$ cat src/rtl/hazard_pkg.sv
// Shared definitions for the pipeline hazard/stall sequencer: FSM encoding,
// default widths, and the pipeline NOP constants used when a stage is flushed.
package hazard_pkg;

    typedef enum logic {
        ST_RUN     = 1'b0,
        ST_MD_WAIT = 1'b1
    } ctrl_state_e;

    localparam int REG_AW_DEF = 5;

    // Flushed IF/ID holds an all-zero word (sll $0,$0,0); a bubble clears all control bits.
    localparam logic [31:0] NOP_INSTR = 32'h0000_0000;
    localparam logic        NOP_CTRL  = 1'b0;

    // Action priority when memory is not stalling:
    //   EX_BranchTaken > MD_WAIT stall > mul/div start > load-use bubble > jump.
    // A data-memory wait state overrides everything and freezes the pipeline.

endpackage

$ cat src/rtl/hazard_perf_counters.sv
// Two saturating event counters: stall cycles and flush cycles.
// Only instantiated when HAZARD_PERF_CNT_EN is defined.
module hazard_perf_counters #(
    parameter int CNT_W = 32
) (
    input  logic             clk,
    input  logic             reset,
    input  logic             stallEvt,
    input  logic             flushEvt,
    output logic [CNT_W-1:0] stallCycles,
    output logic [CNT_W-1:0] flushCount
);

    always_ff @(posedge clk or posedge reset) begin
        if (reset) begin
            stallCycles <= '0;
            flushCount  <= '0;
        end else begin
            if (stallEvt && (stallCycles != {CNT_W{1'b1}}))
                stallCycles <= stallCycles + 1'b1;
            if (flushEvt && (flushCount != {CNT_W{1'b1}}))
                flushCount <= flushCount + 1'b1;
        end
    end

endmodule

$ cat src/rtl/hazard_stall_ctrl.sv
// Pipeline hazard and stall sequencer: load-use bubbles, branch/jump flushes,
// mul/div handshake with watchdog, and data-memory freeze. Option: HAZARD_PERF_CNT_EN.
module hazard_stall_ctrl
    import hazard_pkg::*;
#(
    parameter int REG_AW     = REG_AW_DEF,
    parameter int MD_TIMEOUT = 64
`ifdef HAZARD_PERF_CNT_EN
    ,
    parameter int CNT_W      = 32
`endif
) (
    input  logic              clk,
    input  logic              reset,
    input  logic [REG_AW-1:0] ID_RegRs,
    input  logic [REG_AW-1:0] ID_RegRt,
    input  logic              ID_UsesRt,
    input  logic              ID_MemWrite,
    input  logic              ID_Jump,
    input  logic              ID_MulDivReq,
    input  logic              EX_MemRead,
    input  logic [REG_AW-1:0] EX_RegWrAddr,
    input  logic              EX_BranchTaken,
    input  logic              MEM_Access,
    input  logic              MEM_Ready,
    input  logic              MD_Done,
    output logic              PC_Write,
    output logic              IF_ID_Write,
    output logic              IF_ID_Flush,
    output logic              ID_EX_Write,
    output logic              ID_EX_Flush,
    output logic              EX_MEM_Write,
    output logic              MEM_WB_Flush,
    output logic              MD_Start,
    output logic              MD_Error,
`ifdef HAZARD_PERF_CNT_EN
    output logic [CNT_W-1:0]  Perf_StallCycles,
    output logic [CNT_W-1:0]  Perf_FlushCount,
`endif
    output logic              Ctrl_State
);

    localparam int              WD_W    = $clog2(MD_TIMEOUT);
    localparam logic [WD_W-1:0] WD_LAST = WD_W'(MD_TIMEOUT - 1);

    ctrl_state_e     state, stateNext;
    logic [WD_W-1:0] wdCnt, wdNext;
    logic            errSet;
    logic            memWait;
    logic            loadUse;

    assign memWait = MEM_Access & ~MEM_Ready;

    // A store's rt is data only; MEM-stage store forwarding covers lw->sw.
    assign loadUse = EX_MemRead && (EX_RegWrAddr != '0) &&
                     ((EX_RegWrAddr == ID_RegRs) ||
                      ((EX_RegWrAddr == ID_RegRt) && ID_UsesRt && !ID_MemWrite));

    always_comb begin
        PC_Write     = 1'b1;
        IF_ID_Write  = 1'b1;
        IF_ID_Flush  = 1'b0;
        ID_EX_Write  = 1'b1;
        ID_EX_Flush  = 1'b0;
        EX_MEM_Write = 1'b1;
        MEM_WB_Flush = 1'b0;
        MD_Start     = 1'b0;
        stateNext    = state;
        wdNext       = wdCnt;
        errSet       = 1'b0;

        if (reset) begin
            // Outputs stay at pass-through values while reset is held.
        end else if (memWait) begin
            PC_Write     = 1'b0;
            IF_ID_Write  = 1'b0;
            ID_EX_Write  = 1'b0;
            EX_MEM_Write = 1'b0;
            MEM_WB_Flush = 1'b1;
        end else if (state == ST_MD_WAIT) begin
            // EX holds a bubble here, so a taken branch cannot occur and is not decoded.
            if (MD_Done) begin
                stateNext = ST_RUN;
                wdNext    = '0;
            end else if (wdCnt == WD_LAST) begin
                // Watchdog abort releases the held instruction so it cannot re-issue.
                errSet    = 1'b1;
                stateNext = ST_RUN;
                wdNext    = '0;
            end else begin
                PC_Write    = 1'b0;
                IF_ID_Write = 1'b0;
                ID_EX_Flush = 1'b1;
                wdNext      = wdCnt + 1'b1;
            end
        end else if (EX_BranchTaken) begin
            IF_ID_Flush = 1'b1;
            ID_EX_Flush = 1'b1;
        end else if (ID_MulDivReq) begin
            MD_Start    = 1'b1;
            PC_Write    = 1'b0;
            IF_ID_Write = 1'b0;
            ID_EX_Flush = 1'b1;
            stateNext   = ST_MD_WAIT;
            wdNext      = '0;
        end else if (loadUse) begin
            PC_Write    = 1'b0;
            IF_ID_Write = 1'b0;
            ID_EX_Flush = 1'b1;
        end else if (ID_Jump) begin
            IF_ID_Flush = 1'b1;
        end
    end

    always_ff @(posedge clk or posedge reset) begin
        if (reset) begin
            state    <= ST_RUN;
            wdCnt    <= '0;
            MD_Error <= 1'b0;
        end else begin
            state <= stateNext;
            wdCnt <= wdNext;
            if (errSet)
                MD_Error <= 1'b1;
        end
    end

    assign Ctrl_State = (state == ST_MD_WAIT);

`ifdef HAZARD_PERF_CNT_EN
    hazard_perf_counters #(
        .CNT_W (CNT_W)
    ) u_perf (
        .clk         (clk),
        .reset       (reset),
        .stallEvt    (~PC_Write),
        .flushEvt    (IF_ID_Flush | ID_EX_Flush),
        .stallCycles (Perf_StallCycles),
        .flushCount  (Perf_FlushCount)
    );
`endif

endmodule

$ cat config.mk
export PLATFORM = sky130hd
export DESIGN_NAME = hazard_stall_ctrl
export DESIGN_NICKNAME = d
export VERILOG_FILES = /design/src/rtl/hazard_pkg.sv /design/src/rtl/hazard_perf_counters.sv /design/src/rtl/hazard_stall_ctrl.sv
export SDC_FILE = /design/constraint.sdc
export NUM_CORES = 1
export LEC_CHECK = 0
export CAP_MARGIN = 30
export CORE_UTILIZATION = 45
export CTS_BUF_LIST = sky130_fd_sc_hd__clkbuf_16
export CTS_CLUSTER_DIAMETER = 30
export DETAILED_ROUTE_END_ITERATION = 6
export DONT_BUFFER_PORTS = 1
export PLACE_DENSITY = 0.7
export REMOVE_ABC_BUFFERS = 1
export SYNTH_ARGS = -nofsm -noshare
export SYNTH_HDL_FRONTEND = slang
export SYNTH_SLANG_ARGS = --single-unit
$ cat constraint.sdc
create_clock -name clk -period 2.51 [get_ports clk]
set_input_delay 0.502 -clock clk [delete_from_list [all_inputs] [get_ports clk]]
set_output_delay 0.502 -clock clk [all_outputs]
set_load 0.05 [all_outputs]
* Word-level counts from Yosys, hierarchy flattened *
Cells that the tools add are included.

storage, ports and cells
  register bits after elaboration = 8
  output and inout bits = 10
  logic and storage cells = 64

cells by class
  add/sub/neg operators = 1
  equality and inequality tests = 4
  muxes and demuxes = 42
  bitwise operators = 4
  reductions and logical operators = 10

operators by type and width
  kind                                                    number
  two-way mux 1 bit                                       37
  two-way mux 6 bit                                       5
  == test 5 bit                                           2
  adder 6 x 1 -> 6 bit (second input constant)            1
  == test 6 bit (second input constant)                   1
  nonzero test 5 bit                                      1
  logical AND 1 bit                                       4
  AND reduction 4 bit                                     1
  inverter 1 bit                                          3
  inequality test 2 x 1 -> 1 bit (second input constant)  1
  AND reduction 2 bit                                     1
  nonzero test 2 bit                                      1
  AND 1 bit                                               1
  zero test 1 bit                                         1
  logical OR 1 bit                                        1

* Logic depth before layout (Yosys ltp) *
  word-level depth = 11
  mapped depth = 6
  gate-level depth less buffers = 6

* Worst setup path before layout *
Ideal clock, no wire load.

  path type = in2out
  from = input port EX_RegWrAddr[1]
  to = output port PC_Write
  arrival = 2.605 ns
  data required time = 2.008 ns
  slack = -0.597 ns
  stages = 5
  buffers on the path = 1
  path through = or4_1 > o21ai_2 > a2111oi_2 > o41ai_2 > buf_4

between the ends
  longest elaborated chain between the ends = 11

RTL lines
  item                               line                     RTL
  start: declaration                 hazard_stall_ctrl.sv:22  input logic [REG_AW-1:0] EX_RegWrAddr,
  == test 5 bit                      hazard_stall_ctrl.sv:57  ((EX_RegWrAddr == ID_RegRt) && ID_UsesRt && !ID_MemWrite));
  logical AND 1 bit (2 in series)    hazard_stall_ctrl.sv:57
  logical OR 1 bit                   hazard_stall_ctrl.sv:56  ((EX_RegWrAddr == ID_RegRs) ||
  logical AND 1 bit *                hazard_stall_ctrl.sv:55  assign loadUse = EX_MemRead && (EX_RegWrAddr != '0) &&
  two-way mux 1 bit * (6 in series)  n/a
  end: declaration                   hazard_stall_ctrl.sv:27  output logic PC_Write,

Mark *: on every way between the ends. The rest lies on a longest branch, timed or not.

* Worst setup path in the final report *
  from = register wdCnt[0]
  to = output port ID_EX_Flush

between the ends
  longest elaborated chain between the ends = 6

RTL lines
  item                      line                      RTL
  start: declaration        hazard_stall_ctrl.sv:47   logic [WD_W-1:0] wdCnt, wdNext;
  start signal: assignment  hazard_stall_ctrl.sv:122  wdCnt <= wdNext;
  == test 6 bit             hazard_stall_ctrl.sv:85   end else if (wdCnt == WD_LAST) begin
  two-way mux 1 bit         hazard_stall_ctrl.sv:85
  two-way mux 1 bit         hazard_stall_ctrl.sv:82   if (MD_Done) begin
  two-way mux 1 bit         hazard_stall_ctrl.sv:80   end else if (state == ST_MD_WAIT) begin
  two-way mux 1 bit         hazard_stall_ctrl.sv:74   end else if (memWait) begin
  two-way mux 1 bit         hazard_stall_ctrl.sv:72   if (reset) begin
  end: declaration          hazard_stall_ctrl.sv:31   output logic ID_EX_Flush,

Every way passes these cells.

==> results.sh <==
export IMPL_run_status="completed"
export IMPL_tritoncts_num_buffers=3
export IMPL_routed_wire_length_per_instance_um=14.5
export IMPL_critical_path_arrival_ns=1.93
export IMPL_critPathRequiredTime_ns=2.01
export IMPL_final_period_utilization=0.969
export IMPL_clk_latency_ns=0.23
export IMPL_p_leak_nw=0.377
export IMPL_initial_core_util=0.513
export IMPL_synth_yosys_seq_area_share=0.286
export IMPL_postRouteWirelength_um=1640
export IMPL_switchingPower_mw=0.187
export IMPL_tightest_slew_ns=0.530
export IMPL_synthXorXnorAreaFrac=0.0875
export IMPL_antenna_found_initial=0
export IMPL_seq_power_share=0.265
export IMPL_period_needed_ns=2.43
export IMPL_placed_cell_area_sq_um=800
export IMPL_synth_async_reset_ratio=1.00
export IMPL_dominantRegCellSynth="sky130_fd_sc_hd__dfrtp_1"
export IMPL_critical_path_peak_fanout=4
export IMPL_global_route_track_usage_on_met3=0.0826
export IMPL_postCtsHoldBufs=0
export IMPL_cap_violations=0
export IMPL_floorplan_rows=13
export IMPL_final_cell_area_sq_um=877
export IMPL_rsz0062_at_grt="no"
export IMPL_grt_util_all_layers=0.200
export IMPL_rr_worst_depth=6
export IMPL_synth_cell_area_sq_um=701
export IMPL_core_area_sq_um=1370
export IMPL_syn_instance_count=88
export IMPL_power_ir_vdd_worst_v=0.000555
export IMPL_hpwlAfterDp_um=1290
export IMPL_post_cts_buffers=0
export IMPL_grt_most_used_layer="met2"
export IMPL_area_growth_pct=25.2
export IMPL_synth_top_cells_by_area="sky130_fd_sc_hd__dfrtp_1, sky130_fd_sc_hd__nand2_1, sky130_fd_sc_hd__xnor2_1"
export IMPL_synth_mux_area_fraction=0.0143
export IMPL_die_height_um=41.5
export IMPL_critical_path_class="flop to primary output"
export IMPL_cts_htree_levels=1
export IMPL_clock_path_buffers=2
export IMPL_number_of_global_route_vias_before_repair=637
export IMPL_setup_violations_final=0
export IMPL_grt_first_pass_wirelength_um=2700
export IMPL_final_layout_size_suffix_gt1_frac=0.184
export IMPL_use_met1=0.232
export IMPL_viasPerCell=5.90
export IMPL_yosys_warnings=0
export IMPL_synth_simple_gate_area_share=0.305
export IMPL_synth_largest_area_cell="sky130_fd_sc_hd__dfrtp_1"
export IMPL_slew_limit_headroom=0.646
export IMPL_num_antenna_cells=0
export IMPL_synth_seq_cells=8
export IMPL_report_final_hold_viol_count=0
export IMPL_cts_clk_slew_worst_paths_ns=0.04
export IMPL_synth_adder_area_share=0.0179
export IMPL_grt_start_max_net_pins=12
export IMPL_synth_edf_count=0
export IMPL_timing_clock_skew_ns=0.00111
export IMPL_power_mw=0.598
export IMPL_hold_slack_ns=0.294
export IMPL_hp_class="input pin to asynchronous set/reset pin"
export IMPL_die_w_um=41.5
export IMPL_synth_compound_area_frac=0.230
export IMPL_syn_area_per_cell_sq_um=7.96
export IMPL_clock_fmax_mhz=411
export IMPL_p_int_mw=0.411
export IMPL_post_place_cells=110
export IMPL_dieArea_sq_um=1720
export IMPL_iteration_0_drc_markers=15
export IMPL_finalCoreUtilization=0.642
export IMPL_kind_of_end_point_of_the_critical_path="primary output"
export IMPL_route_vias_total=667
export IMPL_cts_tree="yes"
export IMPL_nNetsFinal=127
export IMPL_port_buffers=0
export IMPL_power_combinational_fraction=0.291
export IMPL_antenna_violating_nets_post_route=0
export IMPL_timing_critical_path_from_type="flop"
export IMPL_io_pins=36
export IMPL_swShare=0.313
export IMPL_instances_no_fill=113
export IMPL_clock_root_cell="sky130_fd_sc_hd__clkbuf_16"
export IMPL_grt_remaining_overflow=0
export IMPL_post_synth_top_area_fraction=0.286
export IMPL_gp_congestion=0.777
export IMPL_portion_of_total_power_attributed_to_the_clock_network=0.444
export IMPL_gr_usage_met2=0.341
export IMPL_remaining_drc_errors=0
export IMPL_clock_sinks=8
export IMPL_synth_cell_type_count=33
export IMPL_fillers=128
export IMPL_finalMaxSlewViolations=0
export IMPL_first_pass_iters=4
export IMPL_pwr_density_cell_nw_per_um2=682
export IMPL_main_combinational_cell_family_by_area_after_synthesis="simple AND/OR/NAND/NOR gates"
[flip-flops by register name (all words and copies together), names as in the netlist]
name / cells
wdCnt: 6
Ctrl_State: 1
MD_Error: 1
[path summary, 6_finish.rpt]
| path | slack (ns) | to | from |
|---|---|---|---|
| min in group clk | 0.48 | wdCnt[1] | MD_Done |
| worst max register to register | 0.70 | wdCnt[3] | Ctrl_State |
| worst max-delay path | 0.08 | ID_EX_Flush | wdCnt[0] |
| worst min-delay path | 0.29 | wdCnt[3] | reset |
| max in group asynchronous | 2.08 | MD_Error | reset |
| worst min register to register | 0.52 | wdCnt[1] | wdCnt[1] |
[cells by family (layout without fill, tap and decap cells)]
logic type	Yosys count	after routing
flip-flops	8	8
adder cells (fa/ha/maj)	1	1
XOR/XNOR	7	7
AND/OR/NAND/NOR	41	41
AO/OA/AOI/OAI	21	21
buffers and inverters	9	19
multiplexers	1	1
[metrics by stage]
step	setup WS, ns	TNS (ns)
5_1_grt	0.00545	0
3_5_place_dp	0.199	0
2_1_floorplan	-0.977	-1.95
6_report	0.0771	0
3_3_place_gp	0.226	0
4_1_cts	0.0608	0
[cell usage after synthesis (2+ instances only)]
| cell | number |
|---|---|
| sky130_fd_sc_hd__nand2_1 | 10 |
| sky130_fd_sc_hd__dfrtp_1 | 8 |
| sky130_fd_sc_hd__inv_1 | 6 |
| sky130_fd_sc_hd__nor2_1 | 6 |
| sky130_fd_sc_hd__o21ai_0 | 6 |
| sky130_fd_sc_hd__nand2b_1 | 5 |
| sky130_fd_sc_hd__nand3_1 | 5 |
| sky130_fd_sc_hd__nor2b_1 | 4 |
| sky130_fd_sc_hd__xnor2_1 | 4 |
| sky130_fd_sc_hd__a21oi_1 | 3 |
| sky130_fd_sc_hd__nor3_1 | 3 |
| sky130_fd_sc_hd__or3_1 | 3 |
| sky130_fd_sc_hd__xor2_1 | 3 |
| sky130_fd_sc_hd__buf_4 | 2 |
| sky130_fd_sc_hd__o31ai_1 | 2 |
[final cells by class]
type | instances | area, sq um | share of cell area
sequential | 8 | 200 | 0.228
multi-input combinational | 71 | 473 | 0.539
clock buffer | 3 | 75.1 | 0.0856
inverter | 6 | 22.5 | 0.0257
tap | 15 | 18.8 | 0.0214
timing repair buffer | 10 | 87.6 | 0.0999
[metal layers]
layer,part of all wire,vias to the layer above
met5,0,-
li1,-,335
met4,0,0
met3,0.065,0
met1,0.42,308
met2,0.51,24
[power by group through the flow]
| stage | Sequential, mW | Combinational (mW) | Clock, mW |
|---|---|---|---|
| finish | 0.159 | 0.174 | 0.265 |
| global route | 0.160 | 0.187 | 0.278 |
| CTS | 0.158 | 0.174 | 0.270 |
| detailed placement | 0.160 | 0.172 | 0 |
| global placement | 0.158 | 0.171 | 0 |
| floorplan | 0.173 | 0.106 | 0 |
[worst max-delay path, stage by stage (launching register included)]
cell,delay (ns)
sky130_fd_sc_hd__dfrtp_1,0.40
sky130_fd_sc_hd__ha_2,0.23
sky130_fd_sc_hd__nand2_1,0.06
sky130_fd_sc_hd__nor2_1,0.14
sky130_fd_sc_hd__nor2_1,0.11
sky130_fd_sc_hd__or3_1,0.34
sky130_fd_sc_hd__o211a_1,0.27
sky130_fd_sc_hd__buf_12,0.15
[layout by cell type, fill, tap and decap left out, types with 2 or more instances in the layout]
master / instances
sky130_fd_sc_hd__clkbuf_16: 3
sky130_fd_sc_hd__nand2b_1: 5
sky130_fd_sc_hd__nor2b_1: 4
sky130_fd_sc_hd__inv_1: 6
sky130_fd_sc_hd__o21ai_0: 6
sky130_fd_sc_hd__dfrtp_1: 8
sky130_fd_sc_hd__nor2_1: 6
sky130_fd_sc_hd__o31ai_1: 2
sky130_fd_sc_hd__or3_1: 3
sky130_fd_sc_hd__a21oi_1: 3
sky130_fd_sc_hd__xor2_1: 3
sky130_fd_sc_hd__nand2_1: 10
sky130_fd_sc_hd__nand3_1: 5
sky130_fd_sc_hd__xnor2_1: 4
sky130_fd_sc_hd__nor3_1: 3
sky130_fd_sc_hd__buf_4: 9
[what timing repair did]
item,4_1_cts,5_1_grt
endpoints found under the hold margin,0,0
endpoints found under the setup margin,0,1
gates resized for setup,0,1
No activity file was read; power rests on OpenSTA's default activity.
